### src/rtl/bus_dma_arbiter_pkg.sv
// Shared definitions for the CPU/DMA bus arbiter: register word offsets,
// CTRL bit positions, stride codes, FSM state encoding and a stride decode.
package bus_dma_arbiter_pkg;

    // Word offsets inside the 16-byte register window (addr[3:2])
    localparam logic [1:0] REG_SRC  = 2'd0;
    localparam logic [1:0] REG_DST  = 2'd1;
    localparam logic [1:0] REG_LEN  = 2'd2;
    localparam logic [1:0] REG_CTRL = 2'd3;

    // CTRL bit positions
    localparam int CTRL_START  = 0;
    localparam int CTRL_DONE   = 1;
    localparam int CTRL_STR_LO = 2;
    localparam int CTRL_STR_HI = 3;
    localparam int CTRL_IE     = 4;

    // Destination stride codes
    localparam logic [1:0] STRIDE_1  = 2'd0;
    localparam logic [1:0] STRIDE_2  = 2'd1;
    localparam logic [1:0] STRIDE_4  = 2'd2;
    localparam logic [1:0] STRIDE_4X = 2'd3;

    typedef enum logic [1:0] {
        ST_IDLE = 2'd0,
        ST_RD   = 2'd1,
        ST_WR   = 2'd2,
        ST_FIN  = 2'd3
    } state_t;

    function automatic logic [31:0] stride_bytes(input logic [1:0] code);
        logic [31:0] step;
        unique case (code)
            STRIDE_1: step = 32'd1;
            STRIDE_2: step = 32'd2;
            default:  step = 32'd4;
        endcase
        return step;
    endfunction

endpackage

### src/rtl/bus_dma_arbiter_regfile.sv
// DMA register window: address decode, SRC/DST/LEN/CTRL storage, done W1C,
// and the combinational read mux. Optional interrupt enable under DMA_IRQ_EN.
// Ports: word_addr/wdata/wenable from CPU, busy/fin/fin_* from the FSM,
//        hit/rdata to the CPU path, start_go/src/dst/len/stride/irq to the top.
module bus_dma_arbiter_regfile
    import bus_dma_arbiter_pkg::*;
#(
    parameter logic [31:0] REG_BASE = 32'hF000_1000,
    parameter int          LEN_W    = 12
) (
    input  logic             clk,
    input  logic             rst_n,
    input  logic [29:0]      word_addr,
    input  logic [31:0]      wdata,
    input  logic [3:0]       wenable,
    input  logic             busy,
    input  logic             fin,
    input  logic [31:0]      fin_src,
    input  logic [31:0]      fin_dst,
    output logic             hit,
    output logic [31:0]      rdata,
    output logic             start_go,
    output logic [31:0]      src,
    output logic [31:0]      dst,
    output logic [LEN_W-1:0] len,
    output logic [1:0]       stride,
    output logic             irq
);

    logic       done;
    logic       ie;
    logic [1:0] offset;
    logic       wr;
    logic       wr_src;
    logic       wr_dst;
    logic       wr_len;
    logic       wr_ctrl;
    logic       start_wr;
    logic       set_done;
    logic       clr_done;

    assign hit    = (word_addr[29:2] == REG_BASE[31:4]);
    assign offset = word_addr[1:0];

    // Partial-word writes and writes while the engine runs are dropped
    assign wr      = hit & ~busy & (&wenable);
    assign wr_src  = wr & (offset == REG_SRC);
    assign wr_dst  = wr & (offset == REG_DST);
    assign wr_len  = wr & (offset == REG_LEN);
    assign wr_ctrl = wr & (offset == REG_CTRL);

    assign start_wr = wr_ctrl & wdata[CTRL_START];
    assign start_go = start_wr & (len != '0);

    // Clear applies before set so a combined W1C+start ends with done set
    assign clr_done = wr_ctrl & wdata[CTRL_DONE];
    assign set_done = fin | (start_wr & (len == '0));

    always_ff @(posedge clk) begin
        if (!rst_n) begin
            src    <= '0;
            dst    <= '0;
            len    <= '0;
            stride <= STRIDE_1;
            done   <= 1'b0;
        end else begin
            if (fin) begin
                src <= fin_src;
                dst <= fin_dst;
                len <= '0;
            end else begin
                if (wr_src) src <= {wdata[31:2], 2'b00};
                if (wr_dst) dst <= wdata;
                if (wr_len) len <= wdata[LEN_W-1:0];
            end
            if (wr_ctrl) stride <= wdata[CTRL_STR_HI:CTRL_STR_LO];
            done <= set_done | (done & ~clr_done);
        end
    end

`ifdef DMA_IRQ_EN
    always_ff @(posedge clk) begin
        if (!rst_n) begin
            ie <= 1'b0;
        end else if (wr_ctrl) begin
            ie <= wdata[CTRL_IE];
        end
    end

    assign irq = done & ie;
`else
    assign ie  = 1'b0;
    assign irq = 1'b0;
`endif

    always_comb begin
        rdata = '0;
        unique case (offset)
            REG_SRC:  rdata = src;
            REG_DST:  rdata = dst;
            REG_LEN:  rdata[LEN_W-1:0] = len;
            REG_CTRL: rdata = {27'd0, ie, stride, done, busy};
        endcase
    end

endmodule

### src/rtl/bus_dma_arbiter.sv
// Shares the SoC data bus between the CPU and a one-channel RAM-to-bus DMA.
// The CPU is stalled for 2*LEN+1 cycles while the engine copies words.
// Ports: cpu_* (CPU data port), bus_* (to decode/rdata mux), irq_done.
// Build option: define DMA_IRQ_EN to enable irq_done = done & ie.
module bus_dma_arbiter
    import bus_dma_arbiter_pkg::*;
#(
    parameter logic [31:0] REG_BASE = 32'hF000_1000,
    parameter int          LEN_W    = 12
) (
    input  logic        clk,
    input  logic        rst_n,
    input  logic [31:0] cpu_addr,
    input  logic [31:0] cpu_wdata,
    input  logic [3:0]  cpu_wenable,
    output logic [31:0] cpu_rdata,
    output logic        cpu_stall,
    output logic [31:0] bus_addr,
    output logic [31:0] bus_wdata,
    output logic [3:0]  bus_wenable,
    input  logic [31:0] bus_rdata,
    output logic        irq_done
);

    state_t           state;
    state_t           state_next;
    logic [31:0]      src_q;
    logic [31:0]      dst_q;
    logic [LEN_W-1:0] cnt_q;

    logic             hit;
    logic [31:0]      reg_rdata;
    logic             start_go;
    logic [31:0]      reg_src;
    logic [31:0]      reg_dst;
    logic [LEN_W-1:0] reg_len;
    logic [1:0]       reg_stride;
    logic             busy;
    logic             fin;

    assign busy = (state != ST_IDLE);
    assign fin  = (state == ST_FIN);

    bus_dma_arbiter_regfile #(
        .REG_BASE (REG_BASE),
        .LEN_W    (LEN_W)
    ) u_regfile (
        .clk       (clk),
        .rst_n     (rst_n),
        .word_addr (cpu_addr[31:2]),
        .wdata     (cpu_wdata),
        .wenable   (cpu_wenable),
        .busy      (busy),
        .fin       (fin),
        .fin_src   (src_q),
        .fin_dst   (dst_q),
        .hit       (hit),
        .rdata     (reg_rdata),
        .start_go  (start_go),
        .src       (reg_src),
        .dst       (reg_dst),
        .len       (reg_len),
        .stride    (reg_stride),
        .irq       (irq_done)
    );

    // State register
    always_ff @(posedge clk) begin
        if (!rst_n) begin
            state <= ST_IDLE;
        end else begin
            state <= state_next;
        end
    end

    // Next-state logic
    always_comb begin
        state_next = state;
        unique case (state)
            ST_IDLE: if (start_go) state_next = ST_RD;
            ST_RD:   state_next = ST_WR;
            ST_WR:   state_next = (cnt_q == LEN_W'(1)) ? ST_FIN : ST_RD;
            ST_FIN:  state_next = ST_IDLE;
        endcase
    end

    // Working pointers and word counter
    always_ff @(posedge clk) begin
        if (!rst_n) begin
            src_q <= '0;
            dst_q <= '0;
            cnt_q <= '0;
        end else begin
            unique case (state)
                ST_IDLE: begin
                    if (start_go) begin
                        src_q <= {reg_src[31:2], 2'b00};
                        dst_q <= reg_dst;
                        cnt_q <= reg_len;
                    end
                end
                ST_WR: begin
                    src_q <= src_q + 32'd4;
                    dst_q <= dst_q + stride_bytes(reg_stride);
                    cnt_q <= cnt_q - LEN_W'(1);
                end
                default: ;
            endcase
        end
    end

    // Bus mux and stall
    always_comb begin
        bus_addr    = cpu_addr;
        bus_wdata   = cpu_wdata;
        bus_wenable = hit ? 4'b0000 : cpu_wenable;
        cpu_stall   = 1'b0;
        unique case (state)
            ST_IDLE: ;
            ST_RD: begin
                bus_addr    = src_q;
                bus_wenable = 4'b0000;
                cpu_stall   = 1'b1;
            end
            ST_WR: begin
                // RAM returns the word one cycle after the RD address
                bus_addr    = dst_q;
                bus_wdata   = bus_rdata;
                bus_wenable = 4'b1111;
                cpu_stall   = 1'b1;
            end
            ST_FIN: begin
                bus_addr    = src_q;
                bus_wenable = 4'b0000;
                cpu_stall   = 1'b1;
            end
        endcase
    end

    assign cpu_rdata = hit ? reg_rdata : bus_rdata;

endmodule

### config.mk
export PLATFORM = sky130hd
export DESIGN_NAME = bus_dma_arbiter
export DESIGN_NICKNAME = d
export VERILOG_FILES = /design/src/rtl/bus_dma_arbiter_pkg.sv /design/src/rtl/bus_dma_arbiter_regfile.sv /design/src/rtl/bus_dma_arbiter.sv
export SDC_FILE = /design/constraint.sdc
export NUM_CORES = 1
export LEC_CHECK = 0
export CORE_MARGIN = 4
export CORE_UTILIZATION = 45
export DETAILED_ROUTE_END_ITERATION = 12
export GPL_TIMING_DRIVEN = 0
export HOLD_SLACK_MARGIN = 0.03
export PLACE_DENSITY = 0.74
export SYNTH_ARGS = -nofsm -noshare
export SYNTH_HDL_FRONTEND = slang
export SYNTH_SLANG_ARGS = --single-unit
### constraint.sdc
create_clock -name clk -period 2.3 [get_ports clk]
set_input_delay 0.46 -clock clk [delete_from_list [all_inputs] [get_ports clk]]
set_output_delay 0.46 -clock clk [all_outputs]
set_load 0.01 [all_outputs]
**Yosys cells after proc, flatten, opt, wreduce, memory -nomap -nowiden**

Index checks and enable logic that the tools add are counted.
Widths: inputs -> output; s select.

- Register bits after elaboration: 157
- Input port bits: 102
- Output and inout bits: 102
- Logic and storage cells: 76

- Add/sub/neg operators: 3
- Eq/ne operators: 10
- Multiplexer cells: 24
- Bitwise logic cells: 16
- Reductions and logical operators: 14

Operators with widths:

| kind | count |
|---|---|
| $mux 32 | 10 |
| $pmux 32 s2 | 3 |
| $pmux 12 s4 | 1 |
| $pmux 20 s2 | 1 |
| $add 32x3->32 const B | 1 |
| $add 32x32->32 | 1 |
| $eq 28x28->1 const B | 1 |
| $pmux 12 s2 | 1 |
| $eq 12x1->1 const B | 1 |
| $logic_not 12->1 | 1 |
| $mux 12 | 1 |
| $reduce_bool 12->1 | 1 |
| $sub 12x1->12 const B | 1 |
| $and 1x1->1 | 11 |
| $eq 2x2->1 const B | 4 |
| $pmux 2 s4 | 1 |
| $pmux 4 s2 | 1 |
| $reduce_bool 2->1 | 4 |
| $eq 2x1->1 const B | 3 |
| $logic_not 2->1 | 3 |
| $pmux 3 s2 | 1 |
| $mux 2 | 2 |
| $mux 4 | 1 |
| $reduce_and 4->1 | 1 |
| other kinds (7) | 11 |

**Logic depth before layout (Yosys ltp)**

- Depth in word-level cells: 9
- Gate-level depth with buffers: 9
- Gate-level depth less buffers: 9

**By module**

From an unflattened synthesis, not the netlist that was laid out.

- Cell total of the unflattened synthesis: 1434
- Area total of the unflattened synthesis: 10919.2 µm²

By module, submodules not included:

| module | instances | cells an instance | area each (µm²) | seq. area each (µm²) |
|---|---|---|---|---|
| bus_dma_arbiter | 1 | 872 | 6217.2 | 1521.5 |
| bus_dma_arbiter_regfile | 1 | 562 | 4702.0 | 1581.5 |

**Worst setup path before layout**

No wires, ideal clock.

- Kind: register to register
- From: reg u_regfile.stride[1]
- To: reg dst_q[24]
- Library setup time: 120 ps
- Data arrival time: 2322 ps
- Path slack: -142 ps
- Cell stages (with the launch flop): 10
- Buffers on the path: 0
- Period minus slack after synthesis: 2442 ps
- Cells stage by stage: dfxtp_1 -> nor2_1 -> ha_1 -> inv_1 -> fa_1 -> nand2b_1 -> a2111oi_4 -> nand4_1 -> mux2i_1 -> o31a_1

- Word-level cells in the longest chain between the ends: 6

Ends and longest elaborated chain:

| element | RTL line | RTL |
|---|---|---|
| start, declared | bus_dma_arbiter_regfile.sv:26 | `output logic [1:0] stride,` |
| start signal, assigned | bus_dma_arbiter_regfile.sv:76 | `if (wr_ctrl) stride <= wdata[CTRL_STR_HI:CTRL_STR_LO];` |
| $eq 2x1->1 / $logic_not 2->1 (equally long branches) | bus_dma_arbiter_pkg.sv:33 | `unique case (code)` |
| $pmux 3 s2 (*) | bus_dma_arbiter_pkg.sv:33 |  |
| $mux 32 (*) | bus_dma_arbiter.sv:94 | `unique case (state)` |
| $mux 32 (*) | bus_dma_arbiter.sv:89 | `if (!rst_n) begin` |
| $add 32x32->32 (*) | bus_dma_arbiter.sv:104 | `dst_q <= dst_q + stride_bytes(reg_stride);` |
| $pmux 32 s2 (*) | bus_dma_arbiter.sv:94 |  |
| end signal, assigned | bus_dma_arbiter.sv:98 | `dst_q <= reg_dst;` |
| end signal, assigned | bus_dma_arbiter.sv:104 |  |
| end, declared | bus_dma_arbiter.sv:28 | `logic [31:0] dst_q;` |

Every way passes the cells marked *; elsewhere a longest branch is shown, timed or not. The select of a mux whose other input is x is not followed.
A chain may end at the register's enable or synchronous reset.

**Final worst setup path**

- From: in cpu_addr[9]
- To: out cpu_rdata[1]

- Word-level cells in the longest chain between the ends: 2

Ends and longest elaborated chain:

| element | RTL line | RTL |
|---|---|---|
| start, declared | bus_dma_arbiter.sv:13 | `input logic [31:0] cpu_addr,` |
| $eq 28x28->1 | bus_dma_arbiter_regfile.sv:42 | `assign hit = (word_addr[29:2] == REG_BASE[31:4]);` |
| $mux 32 | bus_dma_arbiter.sv:140 | `assign cpu_rdata = hit ? reg_rdata : bus_rdata;` |
| end, declared | bus_dma_arbiter.sv:16 | `output logic [31:0] cpu_rdata,` |

No other way between the ends.

==> qor.tcl <==
set qor(detail-route-antenna-nets) 0
set qor(design.final.nets) 1804
set qor(rsz0062_at_grt) {yes}
set qor(result_of_the_run) {complete, but fails checks}
set qor(crit_end) {cpu_rdata[1]}
set qor(hold_violation_total_from_the_final_report) 0
set qor(synth_compound_area_frac) 0.239
set qor(finished_layout_cells) 1983
set qor(root_buffer) {sky130_fd_sc_hd__clkbuf_16}
set qor(placed_cells_incl_taps) 1852
set qor(start_point_of_the_critical_path) {cpu_addr[9]}
set qor(power_density_nw_per_um2) 417
set qor(maxCapViolCount) 0
set qor(finalCritPeriodShare) 1.12
set qor(violations) {negative setup slack}
set qor(main_combinational_cell_family_by_area_after_synthesis) {simple AND/OR/NAND/NOR gates}
set qor(clk-insertion-delay-late_ns) 0.45
set qor(die_area_um2) 24400
set qor(grt_usage) 0.421
set qor(edff_count_synth) 0
set qor(wl_per_cell_um) 27.6
set qor(worst_ep_arrival_time_ns) 2.12
set qor(grt_pass1_vias) 12500
set qor(path_max_fanout) 7
set qor(core.rowCount) 53
set qor(classification_of_the_worst_slack_hold_path) {register to register}
set qor(synth_ff_type) {sky130_fd_sc_hd__dfxtp_1}
set qor(largest_net_degree_at_the_start_of_global_routing) 17
set qor(grt_antenna_before_repair) 0
set qor(multiInputGateArea_um2) 7320
set qor(drt_pre_antenna_iters) 8
set qor(totalNegativeSetupSlack_ns) -10.89
set qor(synthCells) 1375
set qor(detail_route.wirelength_mm) 54.7
set qor(period_minus_slack_ns) 2.58
set qor(post_synth_and_or_nand_nor_area_fraction) 0.277
set qor(netlist_area_before_placement_um2) 9880
set qor(start_util) 0.464
set qor(post_route_cells_drive_above_1_share) 0.299
set qor(synth.distinct_cells) 76
set qor(worstSetupEndpointType) {primary output}
set qor(report.final.setup_viol) 91
set qor(fp.coreArea_um2) 21300
set qor(total_of_warnings_raised_by_yosys) 0
set qor(vias) 13300
set qor(slew_violations) 0
set qor(mappedNetlistNets) 1484
set qor(final_critical_path_setup_slack_ns) -0.276
set qor(routed_via_density) 6.73
set qor(cts_sinks) 153
set qor(yosys-mux-area-fraction) 0.0999
set qor(class_of_the_most_critical_setup_path) {primary input to primary output}
set qor(register_area_um2) 3080
set qor(ys_ff_latch) 153
set qor(number_of_fill_cells) 1690
set qor(place_ws_ns) -2.42
set qor(tightestPinTransition_ns) 0.911
set qor(die-height_um) 156
set qor(synth_fa_ha_area_frac) 0.00963
set qor(critPathLaunchType) {primary input}
set qor(worst_clock_skew_ns) 0.0104
set qor(cts-hold-fix-buffers) 0
set qor(vdd_drop_max_v) 0.000425
set qor(timing.critical_path.required_ns) 1.84
set qor(drt_iter0_drc) 2035
set qor(synthXorXnorAreaFrac) 0.00532
set qor(boundary_pin_count) 204
set qor(p_leak_uw) 0.00600
set qor(port_buffers) 202
set qor(area.growth.synth_to_final_pct) 55.3
set qor(place_congestion) 1.00
set qor(die-width_um) 156
set qor(fmaxAchievable_mhz) 388
set qor(cts_buffers) 17
set qor(reg2reg_slack_ns) -0.21
set qor(synth-async-reset-ratio) 0
set qor(post-dp-hpwl_mm) 35.9
set qor(grt_residual_overflow) 0
set qor(post-route-drc-count) 0
set qor(clock_tree_from_tritoncts) {done}
set qor(synth.yosys.seq_area_share) 0.310
set qor(worst_setup_hold_path_clk_slew_ns) 0.07
set qor(avgSynthCellArea_um2) 7.18
set qor(clock_path_buffers) 2
set qor(worst_flop_to_flop_path_endpoint) {dst_q[14]}
set qor(grt_first_pass_wirelength_mm) 77.6
set qor(htree_levels) 4
set qor(regToRegStartpoint) {u_regfile.stride[0]}
set qor(timing.reg2reg.worst_path_depth) 11
set qor(hold_start) {u_regfile.dst[17]}
set qor(insertedDiodeCount) 0
set qor(slew_headroom) 0.392
-- placed cells by master, fill, tap and decap left out, types with 7 or more instances in the layout --
cell type and count:
sky130_fd_sc_hd__a21oi_1 46, sky130_fd_sc_hd__and4_1 8, sky130_fd_sc_hd__nor4_1 9, sky130_fd_sc_hd__a21oi_2 10
sky130_fd_sc_hd__clkbuf_16 32, sky130_fd_sc_hd__inv_1 17, sky130_fd_sc_hd__nand2_2 50, sky130_fd_sc_hd__buf_8 7
sky130_fd_sc_hd__o221a_1 12, sky130_fd_sc_hd__clkbuf_1 27, sky130_fd_sc_hd__nor2_1 62, sky130_fd_sc_hd__o31ai_4 17
sky130_fd_sc_hd__clkdlybuf4s50_1 71, sky130_fd_sc_hd__nand2_4 19, sky130_fd_sc_hd__o211ai_1 12, sky130_fd_sc_hd__o21ai_2 7
sky130_fd_sc_hd__o21ai_1 21, sky130_fd_sc_hd__nand3_1 39, sky130_fd_sc_hd__dlygate4sd2_1 17, sky130_fd_sc_hd__buf_2 69
sky130_fd_sc_hd__a31oi_1 101, sky130_fd_sc_hd__clkbuf_2 35, sky130_fd_sc_hd__clkbuf_4 8, sky130_fd_sc_hd__o22ai_1 7
sky130_fd_sc_hd__and3_1 7, sky130_fd_sc_hd__mux2i_1 81, sky130_fd_sc_hd__buf_12 29, sky130_fd_sc_hd__or3_1 9
sky130_fd_sc_hd__and2_1 11, sky130_fd_sc_hd__nand4_1 22, sky130_fd_sc_hd__dfxtp_1 147, sky130_fd_sc_hd__nor3_1 13
sky130_fd_sc_hd__o21ai_0 83, sky130_fd_sc_hd__buf_6 51, sky130_fd_sc_hd__buf_4 70, sky130_fd_sc_hd__clkdlybuf4s15_1 7
sky130_fd_sc_hd__nand2_1 294
-- worst min path at each step --
stage	to	slack (ns)	cells past startpoint
2_1_floorplan	dst_q[28]	0.44	2
3_3_place_gp	dst_q[28]	0.47	2
3_5_place_dp	dst_q[17]	0.48	2
4_1_cts	dst_q[28]	0.49	2
5_1_grt	u_regfile.dst[4]	0.51	2
6_report	dst_q[17]	0.49	2
-- sequential cells by signal (all words and copies together) (netlist names) --
name,cells
u_regfile.done,1
dst_q,32
state,2
u_regfile.dst,32
cnt_q,12
src_q,30
u_regfile.len,12
u_regfile.src,30
u_regfile.stride,2
-- kinds of logic (layout without fill, tap and decap cells) --
logic type	Yosys count	after routing
AOI/OAI and AO/OA	373	374
xor gates and xnor gates	6	6
adders and majority gates	7	7
buffers and inverters	137	468
DFF	153	153
muxes	95	95
other	1	1
and+or+nand+nor	603	604
-- stage by stage --
step	hold WS (ns)	cell area, um2	util	total power [uW]
3_5_place_dp	0.478	12300	0.576	3440
3_3_place_gp	0.468	12300	0.576	3440
5_1_grt	0.510	15300	0.721	6490
6_report	0.490	15300	0.721	6390
2_1_floorplan	0.445	9890	-	2960
4_1_cts	0.488	14200	0.668	6270
-- timing repair --
action,4_1_cts,5_1_grt
setup endpoints to repair,253,190
hold endpoints to repair,0,0
pin swaps,59,79
cloned,11,5
resized for setup,723,270
buffers inserted,55,38
-- worst max-delay path: stages --
cell	delay [ns]
sky130_fd_sc_hd__buf_6	0.10
sky130_fd_sc_hd__nor4b_4	0.41
sky130_fd_sc_hd__and4_1	0.28
sky130_fd_sc_hd__buf_6	0.15
sky130_fd_sc_hd__nand2_8	0.12
sky130_fd_sc_hd__clkbuf_16	0.22
sky130_fd_sc_hd__a221oi_4	0.17
sky130_fd_sc_hd__nor2_1	0.06
sky130_fd_sc_hd__buf_2	0.14
-- cell usage after synthesis (all sizes together) (3+ instances only) --
library cell,count,area [um2]
nor3b,3,22.5
a31oi,102,638
xor2,3,26.3
nand4,24,163
dfxtp,153,3060
a21oi,57,285
a41oi,5,43.8
nand2,363,1360
o221a,12,135
a32oi,3,26.3
mux2i,84,841
a221oi,4,35.0
xnor2,3,26.3
clkbuf,67,251
o211ai,12,90.1
inv,18,67.6
a2bb2oi,3,26.3
a2111oi,3,51.3
nand3,47,245
nor4b,3,26.3
and4,10,90.1
buf,52,251
and3,8,50.1
mux2,9,101
and2,11,68.8
nor3,18,105
o21ai,111,556
or4,4,30.0
o22ai,7,43.8
a211oi,6,45.0
nand2b,4,25.0
or2,5,31.3
o31ai,22,165
or3,9,56.3
nor2b,4,25.0
nor2,66,248
a21o,3,22.5
nor4,19,146
o31a,4,35.0
ha,6,75.1
-- report_power, final --
group	internal [uW]	switching [uW]	total (uW)
clock network	1580	1390	2960
logic	359	428	787
registers	2640	0.000000166	2640
total	4580	1810	6390
-- final cells by class --
cell class	instances	share of cell area
Timing Repair Buffer	306	0.185
Sequential cell	153	0.201
Buffer	112	0.0721
Inverter	18	0.00440
Clock inverter	14	0.0100
Tap cell	275	0.0224
Clock buffer	18	0.0286
Multi-Input combinational cell	1087	0.477
-- metal layers --
| layer | GRT usage | vias to the layer above | share of wire |
|---|---|---|---|
| li1 | - | 5645 | - |
| met1 | 0.538 | 6254 | 0.37 |
| met2 | 0.634 | 1155 | 0.43 |
| met3 | 0.121 | 289 | 0.14 |
| met4 | 0.247 | 0 | 0.067 |
| met5 | 0 | - | 0 |
Note: power is estimated with default switching activity, not from simulation.
